$ cat src/rtl/pool_lin_reader.sv
// Pooled-line consumer: captures 3-channel lines into a 2-deep ping-pong buffer and
// streams elements over valid/ready. Optional ReLU clamp on output: define POOL_RD_RELU_EN.
module pool_lin_reader #(
    parameter int DW   = 8,
    parameter int NPOS = 3,
    parameter int NROW = 3,
    localparam int PW  = (NPOS > 1) ? $clog2(NPOS) : 1,
    localparam int RW  = (NROW > 1) ? $clog2(NROW) : 1
) (
    input  logic               clk,
    input  logic               rst,
    input  logic               lin_vld,
    input  logic [NPOS*DW-1:0] lin_D1,
    input  logic [NPOS*DW-1:0] lin_D2,
    input  logic [NPOS*DW-1:0] lin_D3,
    output logic               lin_rdy,
    output logic               out_vld,
    input  logic               out_rdy,
    output logic [DW-1:0]      out_data,
    output logic [1:0]         out_ch,
    output logic [PW-1:0]      out_pos,
    output logic [RW-1:0]      out_row,
    output logic               out_last,
    output logic               ovf_err
);

    localparam int LW = 3 * NPOS * DW;

    typedef enum logic {
        IDLE,
        STREAM
    } state_t;

    // Line image is {D3,D2,D1}, so element (ch,pos) sits at index ch*NPOS+pos.
    logic [LW-1:0] mem_q [2];
    logic [LW-1:0] in_line;
    logic [LW-1:0] next_line;

    state_t          state_q, state_d;
    logic [1:0]      count_q, count_d;
    logic            wr_ptr_q, wr_ptr_d;
    logic            rd_ptr_q, rd_ptr_d;
    logic [RW-1:0]   row_q, row_d;
    logic [RW-1:0]   row_inc;
    logic            out_vld_q, out_vld_d;
    logic [DW-1:0]   out_data_q, out_data_d;
    logic [1:0]      out_ch_q, out_ch_d;
    logic [PW-1:0]   out_pos_q, out_pos_d;
    logic [RW-1:0]   out_row_q, out_row_d;
    logic            out_last_q, out_last_d;
    logic            ovf_q, ovf_d;

    logic            wr_en;
    logic            accept;
    logic            line_done;
    logic            load_en;
    logic [LW-1:0]   load_line;
    logic [1:0]      load_ch;
    logic [PW-1:0]   load_pos;
    logic [RW-1:0]   load_row;

    function automatic logic [DW-1:0] pick(input logic [LW-1:0] line,
                                           input logic [1:0]    ch,
                                           input logic [PW-1:0] pos);
        logic [DW-1:0] v;
        v = line[(int'(ch) * NPOS + int'(pos)) * DW +: DW];
`ifdef POOL_RD_RELU_EN
        if (v[DW-1]) begin
            v = '0;
        end
`endif
        return v;
    endfunction

    assign in_line   = {lin_D3, lin_D2, lin_D1};
    assign wr_en     = lin_vld && (count_q != 2'd2);
    assign accept    = out_vld_q && out_rdy;
    assign row_inc   = (row_q == RW'(NROW - 1)) ? '0 : row_q + RW'(1);
    // With one line left, the follower is either already stored or arriving right now.
    assign next_line = (count_q == 2'd2) ? mem_q[~rd_ptr_q] : in_line;

    always_comb begin
        state_d    = state_q;
        rd_ptr_d   = rd_ptr_q;
        row_d      = row_q;
        out_vld_d  = out_vld_q;
        out_data_d = out_data_q;
        out_ch_d   = out_ch_q;
        out_pos_d  = out_pos_q;
        out_row_d  = out_row_q;
        out_last_d = out_last_q;
        line_done  = 1'b0;
        load_en    = 1'b0;
        load_line  = mem_q[rd_ptr_q];
        load_ch    = 2'd0;
        load_pos   = '0;
        load_row   = row_q;

        case (state_q)
            IDLE: begin
                if (count_q != 2'd0 || wr_en) begin
                    load_en   = 1'b1;
                    load_line = (count_q != 2'd0) ? mem_q[rd_ptr_q] : in_line;
                end
            end
            STREAM: begin
                if (accept) begin
                    if (out_pos_q == PW'(NPOS - 1)) begin
                        if (out_ch_q == 2'd2) begin
                            line_done = 1'b1;
                        end else begin
                            load_en = 1'b1;
                            load_ch = out_ch_q + 2'd1;
                        end
                    end else begin
                        load_en  = 1'b1;
                        load_ch  = out_ch_q;
                        load_pos = out_pos_q + PW'(1);
                    end
                end
                if (line_done) begin
                    rd_ptr_d = ~rd_ptr_q;
                    row_d    = row_inc;
                    if (count_q == 2'd2 || wr_en) begin
                        load_en   = 1'b1;
                        load_line = next_line;
                        load_row  = row_inc;
                    end else begin
                        out_vld_d = 1'b0;
                        state_d   = IDLE;
                    end
                end
            end
            default: state_d = IDLE;
        endcase

        if (load_en) begin
            state_d    = STREAM;
            out_vld_d  = 1'b1;
            out_data_d = pick(load_line, load_ch, load_pos);
            out_ch_d   = load_ch;
            out_pos_d  = load_pos;
            out_row_d  = load_row;
            out_last_d = (load_row == RW'(NROW - 1)) && (load_ch == 2'd2) &&
                         (load_pos == PW'(NPOS - 1));
        end
    end

    always_comb begin
        count_d  = count_q + {1'b0, wr_en} - {1'b0, line_done};
        wr_ptr_d = wr_ptr_q ^ wr_en;
        ovf_d    = ovf_q | (lin_vld && (count_q == 2'd2));
    end

    // Buffer storage carries no reset so it maps onto plain RAM/registers without a reset net.
    always_ff @(posedge clk) begin
        if (wr_en) begin
            mem_q[wr_ptr_q] <= in_line;
        end
    end

    always_ff @(posedge clk or posedge rst) begin
        if (rst) begin
            state_q    <= IDLE;
            count_q    <= 2'd0;
            wr_ptr_q   <= 1'b0;
            rd_ptr_q   <= 1'b0;
            row_q      <= '0;
            out_vld_q  <= 1'b0;
            out_data_q <= '0;
            out_ch_q   <= 2'd0;
            out_pos_q  <= '0;
            out_row_q  <= '0;
            out_last_q <= 1'b0;
            ovf_q      <= 1'b0;
        end else begin
            state_q    <= state_d;
            count_q    <= count_d;
            wr_ptr_q   <= wr_ptr_d;
            rd_ptr_q   <= rd_ptr_d;
            row_q      <= row_d;
            out_vld_q  <= out_vld_d;
            out_data_q <= out_data_d;
            out_ch_q   <= out_ch_d;
            out_pos_q  <= out_pos_d;
            out_row_q  <= out_row_d;
            out_last_q <= out_last_d;
            ovf_q      <= ovf_d;
        end
    end

    assign lin_rdy  = (count_q != 2'd2);
    assign out_vld  = out_vld_q;
    assign out_data = out_data_q;
    assign out_ch   = out_ch_q;
    assign out_pos  = out_pos_q;
    assign out_row  = out_row_q;
    assign out_last = out_last_q;
    assign ovf_err  = ovf_q;

endmodule

$ cat config.mk
export PLATFORM = sky130hd
export DESIGN_NAME = pool_lin_reader
export DESIGN_NICKNAME = d
export VERILOG_FILES = /design/src/rtl/pool_lin_reader.sv
export SDC_FILE = /design/constraint.sdc
export NUM_CORES = 1
export LEC_CHECK = 0
export CORE_MARGIN = 2
export CORE_UTILIZATION = 34
export CTS_CLUSTER_DIAMETER = 150
export DETAILED_ROUTE_END_ITERATION = 10
export GPL_TIMING_DRIVEN = 0
export PLACE_DENSITY_LB_ADDON = 0.3
export SLEW_MARGIN = 40
export SYNTH_ARGS = -nofsm -noshare
export SYNTH_HDL_FRONTEND = slang
export SYNTH_SLANG_ARGS = --single-unit
$ cat constraint.sdc
create_clock -name clk -period 3.7 [get_ports clk]
set_input_delay 0.74 -clock clk [delete_from_list [all_inputs] [get_ports clk]]
set_output_delay 0.74 -clock clk [all_outputs]
set_load 0.01 [all_outputs]
==> metrics.txt <==
TritonCTS clock tree=done; first-pass GRT wire length=~43000 um; Hold Path Class=reg -> reg; Starting Density=about a third; GRT met2 Usage=between 30% and 40%; Core ar.=between 20000 and 30000 um^2; critical-path cell list=clkdlybuf4s50_1 > o211ai_1 > clkbuf_2 > clkbuf_1 > a32oi_1 > mux2_2 > a221oi_1 > o32ai_1 > a21oi_1; Root Buffer=clkbuf_16; achievable frequency=roughly 270 MHz; Cell Rows=58; Mapped Nets=around 800; Mapped Avg Cell Area=about 12 um^2; vias per cell=about 6.3; nets@finish=925; Post-CTS Hold Fix Bufs=0; routed via count=between 7k and 8k; max_slew headroom=42.7%; drc violations=0; Leak=~3.8 nW; multi-input logic area=about 3600 um^2; cts bufs inserted=17; reg2reg path depth=11; Critical-path top delay cell=a221oi_1; Setup CP Type=in -> reg; global-route usage over all layers=around 22%; Post-Route WL=29600 um; number of synthesized register bits=roughly 170; synth-to-layout area growth=25.6%; Yosys cell types=61; DP HPWL=about 21000 um; max incr delay on CP=approximately 0.54 ns; CP endpoint kind=flip-flop; DRT Pass-1 Iters=6; R2R Path Start=out_pos[0]; Top FF cell, synth=edfxtp_1; Final Skew=between 0.01 and 0.015 ns; fillers=2341; Worst-Skew Late Latency=0.43 ns; layer with the highest usage=met2; M3 GR Usage=approximately 4.5%; Tmin final=3.64 ns; Post-Syn Area=~8800 um^2; WP data arrival=approximately 4.0 ns; ANT cells=0; Worst Tran Pin Value=0.859 ns; Post-synth EDFFs=approximately 140; Slew Viols, Final=0; period utilization=between 90% and 100%; setup_tns=0 ns; most common cell after layout, fill and taps aside=edfxtp_1; Worst VDD drop=0.361 mV; setup violators final=0; Worst-path clk slew=~0.06 ns; clock buffer depth=2; status=completed; final instance area=roughly 11000 um^2; Post-Syn Instances=a little over 700; worst reg-to-reg setup slack=~0.080 ns; drt first-iter violations=around 1.0k; Worst Min Path Start=ovf_err; met1 Track Usage GR=between 20 and 30%; number of global-route vias before repair=7035; Placer Congestion=between 0.9 and 1; Hold Path Sink=ovf_err; hold path depth=1; die area=27200 um^2; critical path startpoint=lin_vld; post-route antenna net violation count=0; Cell Area, Placed=10300 um^2; die width=approximately 160 um; hold_ws=0.461 ns; Crit Path Max Fanout=10; pwr dens=just under 800 nW/um^2; routed len/inst=between 20 and 25 um; largest net degree at the start of global routing=35; post-layout util=a little over two fifths; I/O Buffers=93; share of cells above drive strength 1=15.6%; Ports=94; Setup crit start kind=primary input; antenna violations before repair=0; Data required, critical path=4.05 ns; Die H=165 um; Max-Cap Viols=0; sequential cell area fraction in the yosys report=around 56%; Ys Warns=0; Sink Count=168; Async SR Flop Fraction=14.3%; commonest cells after routing, fill and taps aside=edfxtp_1, clkdlybuf4s50_1, a21oi_1; FF/Latch Area=~4900 um^2; final hold vios=0; total gr overflow=0; FF-to-FF End=out_data[3]; H-tree levels=4
## metal layers
metal,part of all wire (%),vias to the layer above
li1,-,3250
met1,40,3722
met2,46,445
met3,9.6,57
met4,3.6,0
met5,0,-
## power breakdown
part / internal [mW] / switching [mW]
sequential: 2.60 / 0.265
combinational: 1.56 / 2.42
clock: 0.992 / 0.775
## per-stage QoR
step                setup slack, ns  total power, mW  cells
global route               -0.00515             8.96   1183
detailed placement            -1.46             6.47   1146
floorplan                    0.0657             5.01    719
global placement              -1.58             6.39   1142
CTS                          0.0428             8.40   1178
finish                       0.0623             8.62   1183
## Yosys cell counts, drive strengths merged (13+ instances only)
master | n | area [um^2]
buf | 33 | 171
nor2 | 13 | 48.8
mux2 | 16 | 180
o21ai | 20 | 100
a32o | 47 | 470
clkbuf | 39 | 146
inv | 21 | 78.8
mux2i | 26 | 260
a221o | 24 | 240
a221oi | 44 | 385
dfrtp | 24 | 601
nand2 | 54 | 203
nand3 | 15 | 75.1
a32oi | 23 | 201
a21oi | 62 | 310
edfxtp | 144 | 4320
## how the worst max path moves through the flow
stage	end	slack (ns)
after global placement	mem_q[0][26]	-1.58
final	out_data[3]	0.06
after floorplan	out_data[0]	0.07
after global routing	out_data[0]	-0.005
after CTS	out_data[3]	0.04
after detailed placement	out_data[4]	-1.46
## critical path, delay by kind of cell
family	cells	cell delay (ns)
mux	1	0.29
compound gates	5	1.62
buf+inv	3	1.34
## cell families (layout without fill, tap and decap cells)
logic type / count (synthesis) / after routing / synth area share, %
fa+ha+maj: 9 / 9 / 1.45
mux: 46 / 46 / 6.03
xor+xnor: 3 / 3 / 0.299
compound gates: 291 / 291 / 25.9
simple gates: 107 / 107 / 5.72
flops: 168 / 168 / 56.0
buf+inv: 95 / 229 / 4.59
## sequential cells by signal (all words and copies together) (netlist names)
| name | flops |
|---|---|
| mem_q | 144 |
| out_data | 8 |
| count_q | 2 |
| out_ch | 2 |
| out_pos | 2 |
| out_row | 2 |
| row_q | 2 |
| out_last | 1 |
| out_vld | 1 |
| ovf_err | 1 |
| rd_ptr_q | 1 |
| state_q | 1 |
| wr_ptr_q | 1 |
## cell type report
| type | count | share of cell area (%) |
|---|---|---|
| sequential | 168 | 44.6 |
| multi-input combinational | 456 | 32.9 |
| timing repair buffer | 105 | 9.68 |
| clock buffer | 20 | 4.24 |
| tap | 330 | 3.74 |
| buffer | 69 | 3.01 |
| clock inverter | 12 | 1.01 |
| inverter | 23 | 0.838 |
## what timing repair did
item	4_1_cts	5_1_grt
pin swaps	4	8
endpoints found under the setup margin	8	7
hold endpoints to repair	0	0
gates resized for setup	35	14
cloned	0	0
setup buffers	3	5
Power figures use the tool's default switching activity.
